$ cat config.mk
export PLATFORM = sky130hd
export DESIGN_NAME = inst_queue_flat
export DESIGN_NICKNAME = d
export VERILOG_FILES = /design/src/rtl/inst_queue_if.sv /design/src/rtl/inst_queue.sv /design/src/flat_wrapper.sv
export SDC_FILE = /design/constraint.sdc
export NUM_CORES = 1
export LEC_CHECK = 0
export CAP_MARGIN = 20
export CORE_MARGIN = 4
export CORE_UTILIZATION = 25
export CTS_BUF_LIST = sky130_fd_sc_hd__clkbuf_4 sky130_fd_sc_hd__clkbuf_8
export DETAILED_ROUTE_END_ITERATION = 10
export RECOVER_POWER = 25
export SYNTH_ARGS = -nofsm -noshare
export SYNTH_HDL_FRONTEND = slang
export SYNTH_SLANG_ARGS = --single-unit
$ cat constraint.sdc
create_clock -name i_clk -period 22.8 [get_ports i_clk]
set_clock_uncertainty 0.1 [all_clocks]
set_input_delay 2.28 -clock i_clk [delete_from_list [all_inputs] [get_ports i_clk]]
set_output_delay 2.28 -clock i_clk [all_outputs]
set_load 0.03 [all_outputs]
$ cat src/rtl/inst_queue_if.sv
// Fetch/decode handshake bundle for the instruction queue.
// master = fetch + decode side, slave = queue side.
interface inst_queue_if #(
  parameter int unsigned XLEN  = 32,
  parameter int unsigned DEPTH = 2
);
  localparam int unsigned CW = $clog2(DEPTH) + 1;

  logic            i_valid;
  logic            o_ready;
  logic [31:0]     i_inst;
  logic [XLEN-1:0] i_addr;
  logic [XLEN-1:0] i_addr_4;
  logic            i_t_inst_addr_misaligned;
  logic            i_t_inst_access_fault;
  logic            o_stall;
  logic            o_valid;
  logic            i_ready;
  logic [31:0]     o_inst;
  logic [XLEN-1:0] o_addr;
  logic [XLEN-1:0] o_addr_4;
  logic            o_t_inst_addr_misaligned;
  logic            o_t_inst_access_fault;
  logic [CW-1:0]   o_count;

  modport master (
    output i_valid, i_inst, i_addr, i_addr_4,
           i_t_inst_addr_misaligned, i_t_inst_access_fault, i_ready,
    input  o_ready, o_stall, o_valid, o_inst, o_addr, o_addr_4,
           o_t_inst_addr_misaligned, o_t_inst_access_fault, o_count
  );

  modport slave (
    input  i_valid, i_inst, i_addr, i_addr_4,
           i_t_inst_addr_misaligned, i_t_inst_access_fault, i_ready,
    output o_ready, o_stall, o_valid, o_inst, o_addr, o_addr_4,
           o_t_inst_addr_misaligned, o_t_inst_access_fault, o_count
  );
endinterface

$ cat src/rtl/inst_queue.sv
// Circular instruction FIFO between fetch and decode; redirects flush it,
// faulting fetches are stored with their instruction replaced by a NOP.
module inst_queue #(
  parameter int unsigned DEPTH    = 2,
  parameter logic [31:0] NOP_INST = 32'h0000_0013,
  parameter int unsigned XLEN     = 32
) (
  input  logic         i_clk,
  input  logic         i_rst,
  input  logic         i_flush,
  inst_queue_if.slave  q
);
  localparam int unsigned PW = $clog2(DEPTH);
  localparam int unsigned CW = PW + 1;

  typedef struct packed {
    logic [31:0]     inst;
    logic [XLEN-1:0] addr;
    logic [XLEN-1:0] addr_4;
    logic            mis;
    logic            acc;
  } entry_t;

  entry_t        mem_q [DEPTH];
  logic [PW-1:0] rd_ptr_q, rd_ptr_d;
  logic [PW-1:0] wr_ptr_q, wr_ptr_d;
  logic [CW-1:0] count_q, count_d;

  logic   ready, valid, push, pop;
  entry_t wr_entry, head;

  // Handshake depends only on registered occupancy: no pass-through when full.
  assign ready = (count_q != CW'(DEPTH));
  assign valid = (count_q != CW'(0));
  assign push  = q.i_valid && ready && !i_flush;
  assign pop   = valid && q.i_ready && !i_flush;

  always_comb begin
    wr_entry.inst   = (q.i_t_inst_addr_misaligned || q.i_t_inst_access_fault)
                      ? NOP_INST : q.i_inst;
    wr_entry.addr   = q.i_addr;
    wr_entry.addr_4 = q.i_addr_4;
    wr_entry.mis    = q.i_t_inst_addr_misaligned;
    wr_entry.acc    = q.i_t_inst_access_fault;
  end

  always_comb begin
    rd_ptr_d = rd_ptr_q;
    wr_ptr_d = wr_ptr_q;
    count_d  = count_q;
    if (i_flush) begin
      rd_ptr_d = '0;
      wr_ptr_d = '0;
      count_d  = '0;
    end else begin
      if (push) wr_ptr_d = wr_ptr_q + PW'(1);
      if (pop)  rd_ptr_d = rd_ptr_q + PW'(1);
      if (push && !pop)      count_d = count_q + CW'(1);
      else if (pop && !push) count_d = count_q - CW'(1);
    end
  end

  always_ff @(posedge i_clk) begin
    if (i_rst) begin
      rd_ptr_q <= '0;
      wr_ptr_q <= '0;
      count_q  <= '0;
      for (int i = 0; i < int'(DEPTH); i++) mem_q[i] <= '0;
    end else begin
      rd_ptr_q <= rd_ptr_d;
      wr_ptr_q <= wr_ptr_d;
      count_q  <= count_d;
      if (push) mem_q[wr_ptr_q] <= wr_entry;
    end
  end

  assign head = valid ? mem_q[rd_ptr_q] : '0;

  assign q.o_ready                  = ready;
  assign q.o_stall                  = !ready;
  assign q.o_valid                  = valid;
  assign q.o_count                  = count_q;
  assign q.o_inst                   = head.inst;
  assign q.o_addr                   = head.addr;
  assign q.o_addr_4                 = head.addr_4;
  assign q.o_t_inst_addr_misaligned = head.mis;
  assign q.o_t_inst_access_fault    = head.acc;
endmodule

$ cat src/flat_wrapper.sv
// flat-port wrapper written by rule: the top's interface ports become plain ports
module inst_queue_flat 
#(
  parameter int unsigned DEPTH    = 2,
  parameter logic [31:0] NOP_INST = 32'h0000_0013,
  parameter int unsigned XLEN     = 32
)
  (i_clk, i_rst, i_flush, q_i_valid, q_i_inst, q_i_addr, q_i_addr_4, q_i_t_inst_addr_misaligned, q_i_t_inst_access_fault, q_i_ready, q_o_ready, q_o_stall, q_o_valid, q_o_inst, q_o_addr, q_o_addr_4, q_o_t_inst_addr_misaligned, q_o_t_inst_access_fault, q_o_count);
  inst_queue_if #(.XLEN(XLEN), .DEPTH(DEPTH)) q_i ();
  input  logic i_clk;
  input  logic i_rst;
  input  logic i_flush;
  input wire logic [$bits(q_i.i_valid)-1:0] q_i_valid;
  input wire logic [$bits(q_i.i_inst)-1:0] q_i_inst;
  input wire logic [$bits(q_i.i_addr)-1:0] q_i_addr;
  input wire logic [$bits(q_i.i_addr_4)-1:0] q_i_addr_4;
  input wire logic [$bits(q_i.i_t_inst_addr_misaligned)-1:0] q_i_t_inst_addr_misaligned;
  input wire logic [$bits(q_i.i_t_inst_access_fault)-1:0] q_i_t_inst_access_fault;
  input wire logic [$bits(q_i.i_ready)-1:0] q_i_ready;
  output wire logic [$bits(q_i.o_ready)-1:0] q_o_ready;
  output wire logic [$bits(q_i.o_stall)-1:0] q_o_stall;
  output wire logic [$bits(q_i.o_valid)-1:0] q_o_valid;
  output wire logic [$bits(q_i.o_inst)-1:0] q_o_inst;
  output wire logic [$bits(q_i.o_addr)-1:0] q_o_addr;
  output wire logic [$bits(q_i.o_addr_4)-1:0] q_o_addr_4;
  output wire logic [$bits(q_i.o_t_inst_addr_misaligned)-1:0] q_o_t_inst_addr_misaligned;
  output wire logic [$bits(q_i.o_t_inst_access_fault)-1:0] q_o_t_inst_access_fault;
  output wire logic [$bits(q_i.o_count)-1:0] q_o_count;
  assign q_i.i_valid = q_i_valid;
  assign q_i.i_inst = q_i_inst;
  assign q_i.i_addr = q_i_addr;
  assign q_i.i_addr_4 = q_i_addr_4;
  assign q_i.i_t_inst_addr_misaligned = q_i_t_inst_addr_misaligned;
  assign q_i.i_t_inst_access_fault = q_i_t_inst_access_fault;
  assign q_i.i_ready = q_i_ready;
  assign q_o_ready = q_i.o_ready;
  assign q_o_stall = q_i.o_stall;
  assign q_o_valid = q_i.o_valid;
  assign q_o_inst = q_i.o_inst;
  assign q_o_addr = q_i.o_addr;
  assign q_o_addr_4 = q_i.o_addr_4;
  assign q_o_t_inst_addr_misaligned = q_i.o_t_inst_addr_misaligned;
  assign q_o_t_inst_access_fault = q_i.o_t_inst_access_fault;
  assign q_o_count = q_i.o_count;
  inst_queue #(.DEPTH(DEPTH), .NOP_INST(NOP_INST), .XLEN(XLEN)) u_core (.i_clk(i_clk), .i_rst(i_rst), .i_flush(i_flush), .q(q_i));
endmodule
==> results_dict.tcl, run 1 <==
set metrics [dict create \
    path_clk_slew_ns 0.05 \
    worstReg2RegEnd "u_core.mem_q[0][7]" \
    final_cells 1375 \
    avgRoutedWirePerCell_um 16.6 \
    r2r-start "u_core.q.o_count[0]" \
    setup_slack_ns 16.87 \
    dr_total_vias 5828 \
    end_kind "flop" \
    initial_utilization_pct 25.4 \
    rsz0062_at_grt "false" \
    reg2reg_setup_slack_ns 18.46 \
    max-cap-violations 1 \
    avgSynthCellArea_um2 13.4 \
    cts_root_buffer "clkbuf_8" \
    period_share_pct 26.0 \
    syn_nets 779 \
    gp_congestion 0.776 \
    cts_buffer_depth 3 \
    cpPeakStageDelay_ns 1.80 \
    drv_slew 42 \
    mostFrequentLayoutCell "clkdlybuf4s50_1" \
    synth_seq_cells 201 \
    via_per_inst 4.24 \
    synth.top_cell.area_share_pct 65.1 \
    fill_cells 3482 \
    ir_worst_vdd_mv 0.0319 \
    synthDistinctLibCells 29 \
    final_cell_mix "clkdlybuf4s50_1, edfxtp_1, nor2_1" \
    io_pins 206 \
    place_inst 1303 \
    grt_first_pass_wirelength_um 34500 \
    min-delay-start "u_core.rd_ptr_q" \
    violations "max-capacitance violations, max-slew violations" \
    netlist_instances 675 \
    drive_gt1_share_pct 12.3 \
    yosysSeqAreaShare_pct 66.2 \
    p_total_uw 871 \
    worstPathArrival_ns 5.95 \
    dp_hpwl_um 14000 \
    synth_edf_count 196 \
    cts_tree "done" \
    cts_setup_buffers 0 \
    grtUsageTotal_pct 11.2 \
    ys_warn_count 0 \
    place_ws_ns 17.59 \
    leakage_nw 4.44 \
    cpMaxStageDelayCell "clkbuf_1" \
    min_path_type "reg -> reg" \
    worst-path-buf-inv 3 \
    layout_min_cycle_time_ns 5.93 \
    setup_tns_ns 0 \
    drtPass1Iterations 4 \
    worstPathRequired_ns 22.81 \
    p_per_area_nw_per_um2 70.8 \
    holdPathStages 2 \
    grt_pass1_vias 6181 \
    die_w_um 198 \
    antenna_left 0 \
    cts_num_sinks 201 \
    cp_max_fo 58 \
    drt_wl_total_um 22800 \
    overflow 0 \
    netlist_area_um2 9040 \
    cp_top_family "buffers and inverters" \
    insertion_delay_ns 0.50 \
    synth_area_leaders "edfxtp_1, mux2i_1, and2_1" \
    port_buffers 205 \
    finish.net_count 987 \
    tightest_slew_ns 2.49 \
    post_cts_resized 0 \
    std_cell_rows 69 \
    status "finished with violations" \
    r2r_cells 5 \
    relSlewSlack_pct -66.0 \
    dieHeight_um 198 \
    dominantRegCellSynth "edfxtp_1" \
    synth_top_area_cell "edfxtp_1" \
    synth-async-reset-ratio_pct 0 \
    finalSetupViolCount 0 \
    max_freq_ghz 0.169 \
    hold_buffers 0 \
    crit_path_start_kind "input port" \
    cts_buffers 38 \
    h-tree-depth 2 \
    path_cells "dlygate4sd3_1, o31ai_1, clkbuf_1, buf_4" \
    grt_start_max_net_pins 100 \
    hold_violations 0 \
    drt_iter0_drc 237 \
    antenna_found_initial 2 \
    die-area_um2 39300 \
    hold_end "u_core.rd_ptr_q" \
    core_area_um2 35700 \
    path_class "in -> reg" \
    syn_to_final_growth_pct 36.1 \
    drc_errors 0 \
]
-- worst max path at each step --
stage,from,to,slack (ns),cells past startpoint
after floorplan,q_i_valid,u_core.mem_q[0][0],12.47,2
after global placement,i_flush,u_core.mem_q[1][19],17.59,5
after detailed placement,i_flush,u_core.mem_q[1][19],17.59,5
after CTS,flop,q_o_inst[4],17.33,4
after global routing,i_flush,u_core.mem_q[0][7],16.59,4
final,i_flush,u_core.mem_q[0][7],16.87,4
-- sequential cells by signal, indices dropped and copies added, names as in the netlist, named ones only --
| register | cells |
|---|---|
| u_core.wr_ptr_q | 1 |
| u_core.rd_ptr_q | 1 |
| u_core.q.o_count | 2 |
| u_core.mem_q | 196 |
-- power breakdown --
part / switching (mW) / internal [mW] / leakage, nW
Sequential: 0.00526 / 0.426 / 2.10
Combinational: 0.0491 / 0.0381 / 1.93
Clock: 0.147 / 0.207 / 0.410
Total: 0.201 / 0.670 / 4.44
-- tightest hold or removal path, cell delays in order, from the launching register on --
cell,delay (ns)
dfxtp_1,0.32
xor2_1,0.08
nor2_1,0.07
-- layer usage --
metal	GRT usage [%]	vias to the layer above	share of wire, %
li1	-	2801	-
met1	13.7	2827	41
met2	19.1	159	50
met3	3.34	41	7.0
met4	3.49	0	2.1
met5	0	-	0
-- cells by family (layout without fill, tap and decap cells) --
| logic type | count (synthesis) | count (layout) | synth area share, % |
|---|---|---|---|
| flip-flops | 201 | 201 | 66.2 |
| AND/OR/NAND/NOR | 314 | 314 | 19.4 |
| multiplexers | 98 | 98 | 10.8 |
| XOR/XNOR | 3 | 3 | 0.291 |
| buffers and inverters | 52 | 289 | 2.75 |
| AO/OA/AOI/OAI | 6 | 6 | 0.360 |
| adder cells (fa/ha/maj) | 1 | 1 | 0.138 |
| other | 0 | 2 | 0 |
-- layout make-up --
class | count | area (µm²) | share of cell area (%)
inverters | 4 | 15.0 | 0.122
diodes | 2 | 5.00 | 0.0407
clock inverters | 16 | 124 | 1.01
multi-input cells | 422 | 2800 | 22.8
flip-flops and latches | 201 | 5990 | 48.7
repair buffers | 216 | 2150 | 17.4
clock buffers | 53 | 648 | 5.27
well taps | 461 | 577 | 4.69
-- cells in the mapped netlist (2+ instances only) --
cell / number
o21ai_0: 3
edfxtp_1: 196
and3_1: 51
nor2b_1: 3
nand2_1: 2
dfxtp_1: 5
and2_2: 28
inv_1: 3
nor2_1: 108
clkbuf_1: 24
and2_1: 104
buf_2: 12
xor2_1: 3
a21oi_1: 2
clkbuf_2: 7
buf_6: 4
or2_2: 2
mux2i_1: 98
or3_1: 2
and3_2: 7
nor3_1: 3
-- stage by stage --
step	util (%)	hold slack, ns	area, µm²
floorplan	-	0.372	9040
global placement	32.4	0.386	11500
detailed placement	32.4	0.391	11500
CTS	34.6	0.409	12300
global route	34.5	0.441	12300
finish	34.5	0.405	12300
No activity file was read; power rests on OpenSTA's default activity.
==> run 2, diff against run 1 <==
Clock period 22.8 ns to 6.09 ns, I/O delays scaled along.
==> results_dict.tcl, run 2 (synthesis gave the netlist of run 1 again) <==
set metrics [dict create \
    ir_worst_vdd_mv 0.121 \
    max-cap-violations 2 \
    insertion_delay_ns 0.50 \
    drv_slew 69 \
    grt_first_pass_wirelength_um 34600 \
    grtUsageTotal_pct 11.3 \
    end_kind "primary output" \
    crit_path_start_kind "flop" \
    drive_gt1_share_pct 11.8 \
    worstPathRequired_ns 5.38 \
    top_register "u_core.mem_q" \
    cp_max_fo 44 \
    gp_congestion 0.693 \
    path_cells "buf_4, mux2i_1, nor2_1, clkdlybuf4s50_1" \
    tightest_slew_ns 2.56 \
    cts_setup_buffers 0 \
    largest_register_ffs 196 \
    cpMaxStageDelayCell "dfxtp_4" \
    max_freq_ghz 0.263 \
    place_ws_ns 2.50 \
    cpPeakStageDelay_ns 0.91 \
    period_share_pct 62.5 \
    dr_total_vias 5816 \
    finish.net_count 988 \
    post_cts_resized 0 \
    hold_buffers 0 \
    min_path_type "reg -> reg" \
    port_buffers 205 \
    dp_hpwl_um 14100 \
    p_total_mw 3.22 \
    path_clk_slew_ns 0.05 \
    drt_wl_total_um 23000 \
    syn_to_final_growth_pct 35.7 \
    mostFrequentLayoutCell "clkdlybuf4s50_1" \
    h-tree-depth 2 \
    via_per_inst 4.25 \
    min-delay-start "u_core.rd_ptr_q" \
    relSlewSlack_pct -70.6 \
    cts_buffer_depth 3 \
    cts_buffers 37 \
    leakage_nw 4.41 \
    initial_utilization_pct 25.4 \
    drc_errors 0 \
    cts_root_buffer "clkbuf_8" \
    layout_min_cycle_time_ns 3.81 \
    dieHeight_um 198 \
    p_per_area_nw_per_um2 263 \
    status "finished with violations" \
    setup_slack_ns 2.28 \
    rsz0062_at_grt "false" \
    reg2reg_setup_slack_ns 2.50 \
    worstReg2RegEnd "u_core.mem_q[0][24]" \
    avgRoutedWirePerCell_um 16.8 \
    core_area_um2 35700 \
    grt_start_max_net_pins 75 \
    hold_slack_ns 0.421 \
    die_w_um 198 \
    finalSetupViolCount 0 \
    r2r-start "u_core.q.o_count[0]" \
    std_cell_rows 69 \
    cts_num_sinks 201 \
    violations "max-capacitance violations, max-slew violations" \
    setup_tns_ns 0 \
    worstPathArrival_ns 3.10 \
    hold_violations 0 \
    antenna_found_initial 0 \
    die-area_um2 39300 \
    io_pins 206 \
    path_class "reg -> out" \
    cts_tree "done" \
    hold_end "u_core.rd_ptr_q" \
    final_cell_mix "clkdlybuf4s50_1, edfxtp_1, nor2_1" \
    drt_iter0_drc 256 \
    holdPathStages 2 \
    overflow 0 \
    drtPass1Iterations 4 \
    antenna_left 0 \
    r2r_cells 4 \
    grt_pass1_vias 6051 \
]
## run 2: changes by cell type in the layout (fill, tap and decap cells not counted), sizes merged
cell / delta
diode: -1
clkdlybuf4s50: +1
clkbuf: -2
buf: +1
clkinv: -3
dlygate4sd3: -1
## run 2: critical path, delay by kind of cell (launching register included)
family | cells | cell delay (ns)
and+or+nand+nor | 1 | 0.19
buffers and inverters | 2 | 1.29
muxes | 1 | 0.16
DFF | 1 | 0.91
## run 2: layout make-up
type | count | area (µm²)
Clock buffer | 50 | 619
Sequential cell | 201 | 5990
Fill cell | 3517 | 23400
Tap cell | 461 | 577
Timing Repair Buffer | 218 | 2160
Clock inverter | 13 | 110
Antenna cell | 1 | 2.50
Multi-Input combinational cell | 422 | 2790
Inverter | 4 | 15.0
## run 2: power breakdown
group,switching (mW),internal [mW]
combinational,0.181,0.142
clock,0.544,0.741
sequential,0.0213,1.59
## run 2: how the worst max path moves through the flow
stage,slack [ns],end,depth (start not counted),from
2_1_floorplan,0.22,u_core.mem_q[0][0],3,u_core.q.o_count[0]
6_report,2.28,q_o_addr[1],4,flop
3_3_place_gp,2.57,u_core.mem_q[0][78],5,i_flush
4_1_cts,2.19,q_o_addr[1],4,flop
3_5_place_dp,2.50,u_core.mem_q[0][79],5,i_flush
5_1_grt,2.06,q_o_addr[1],4,flop
## run 2: routing by layer
metal	wire, µm	GRT usage [%]	up-vias
met4	421	2.91	0
met2	11100	19.1	169
met1	10000	14.4	2810
met3	1480	3.11	38
li1	-	-	2799
met5	0	0	-
## run 2: metrics by stage
stage               area [µm²]  std cells  utilization (%)
global placement         11600       1304             32.4
floorplan                 9050        675                -
CTS                      12300       1367             34.5
global route             12300       1369             34.4
finish                   12300       1370             34.4
detailed placement       11600       1304             32.4
==> run 3, diff against run 2 <==
Clock period 6.09 ns to 3.8 ns, I/O delays scaled along.
==> results_dict.tcl, run 3 (synthesis gave the netlist of run 1 again) <==
set metrics [dict create \
    mostFrequentLayoutCell "clkdlybuf4s50_1" \
    rsz0062_at_grt "false" \
    cts_setup_buffers 0 \
    cts_num_sinks 201 \
    gp_congestion 0.705 \
    die-area_um2 39300 \
    finish.instance_area_um2 12200 \
    io_pins 206 \
    drc_errors 0 \
    worstPathRequired_ns 4.07 \
    end_kind "flop" \
    relSlewSlack_pct -16.6 \
    largest_register_ffs 196 \
    worstPathArrival_ns 3.38 \
    path_class "reg -> reg" \
    die_w_um 198 \
    cts_root_buffer "clkbuf_8" \
    syn_to_final_growth_pct 35.3 \
    antenna_found_initial 1 \
    cts_buffer_depth 3 \
    leakage_nw 4.40 \
    fill_cells 3553 \
    grt_start_max_net_pins 62 \
    tightest_slew_ns 1.75 \
    drive_gt1_share_pct 11.6 \
    grt_use_met3_pct 3.32 \
    overflow 0 \
    core_area_um2 35700 \
    setup_tns_ns 0 \
    status "finished with violations" \
    drv_slew 98 \
    top_register "u_core.mem_q" \
    final_cell_mix "clkdlybuf4s50_1, edfxtp_1, nor2_1" \
    crit_path_start_kind "flop" \
    use_met2_pct 18.8 \
    via_per_inst 4.23 \
    drt_wl_total_um 23400 \
    p_per_area_nw_per_um2 415 \
    cts_tree "done" \
    dp_hpwl_um 14600 \
    initial_utilization_pct 25.4 \
    hold_buffers 0 \
    std_cell_rows 69 \
    cp_max_fo 37 \
    place_area_um2 11600 \
    path_clk_slew_ns 0.06 \
    grtUsageTotal_pct 11.6 \
    hold_violations 0 \
    post_cts_resized 0 \
    dr_total_vias 5783 \
    grt_first_pass_wirelength_um 35200 \
    violations "max-capacitance violations, max-slew violations" \
    drt_iter0_drc 201 \
    min_path_type "reg -> reg" \
    insertion_delay_ns 0.51 \
    max_freq_ghz 0.321 \
    layout_min_cycle_time_ns 3.12 \
    dieHeight_um 198 \
    port_buffers 205 \
    finalSetupViolCount 0 \
    avgRoutedWirePerCell_um 17.1 \
    max-cap-violations 2 \
    drtPass1Iterations 4 \
    grt_pass1_vias 6045 \
    h-tree-depth 2 \
    ir_worst_vdd_mv 0.183 \
    cts_buffers 36 \
    finish.net_count 987 \
    grt.busiest_layer "met2" \
    antenna_left 0 \
    period_share_pct 82.0 \
    grt_util_met1_pct 14.9 \
]
==> run 3: worst max-delay path, cell delays in order, from the launching register on <==
cell	delay, ns
dfxtp_1	0.49
nand2b_1	0.27
inv_1	0.14
nor4_1	0.35
clkbuf_1	1.23
and3_2	0.39
==> run 3: area by class of cell <==
class,count,area (µm²),area share (%)
sequential,201,5990,49.0
multi-input combinational,422,2800,22.9
timing repair buffer,218,2160,17.7
tap,461,577,4.71
clock buffer,45,569,4.65
clock inverter,15,115,0.941
inverter,4,15.0,0.123
antenna,2,5.00,0.0409
==> run 3: layer usage <==
layer | up-vias | wire [µm]
li1 | 2802 | -
met1 | 2790 | 10200
met2 | 152 | 11300
met3 | 37 | 1330
met4 | 2 | 528
met5 | - | 13
==> run 3: worst paths after layout <==
kind | from | to | slack (ns) | depth (start not counted)
min reg2reg | u_core.rd_ptr_q | u_core.rd_ptr_q | 0.41 | 2
min | u_core.rd_ptr_q | u_core.rd_ptr_q | 0.41 | 2
max | u_core.q.o_count[0] | u_core.mem_q[0][71] | 0.68 | 5
max reg2reg | u_core.q.o_count[0] | u_core.mem_q[0][71] | 0.68 | 5
==> run 3: report_power, final <==
group          internal, mW  switching [mW]
Combinational         0.226           0.291
Clock                  1.11           0.863
Sequential             2.55          0.0343
Total                  3.89            1.19
==> run 3: stage by stage <==
stage	power (mW)	util (%)	std cells	hold WS, ns	setup slack (ns)
floorplan	2.89	-	675	0.372	0.0192
global placement	3.16	32.6	1306	0.389	1.19
detailed placement	3.17	32.6	1306	0.402	1.12
CTS	5.19	34.5	1366	0.388	0.584
global route	5.33	34.3	1366	0.413	0.343
finish	5.08	34.3	1368	0.411	0.684
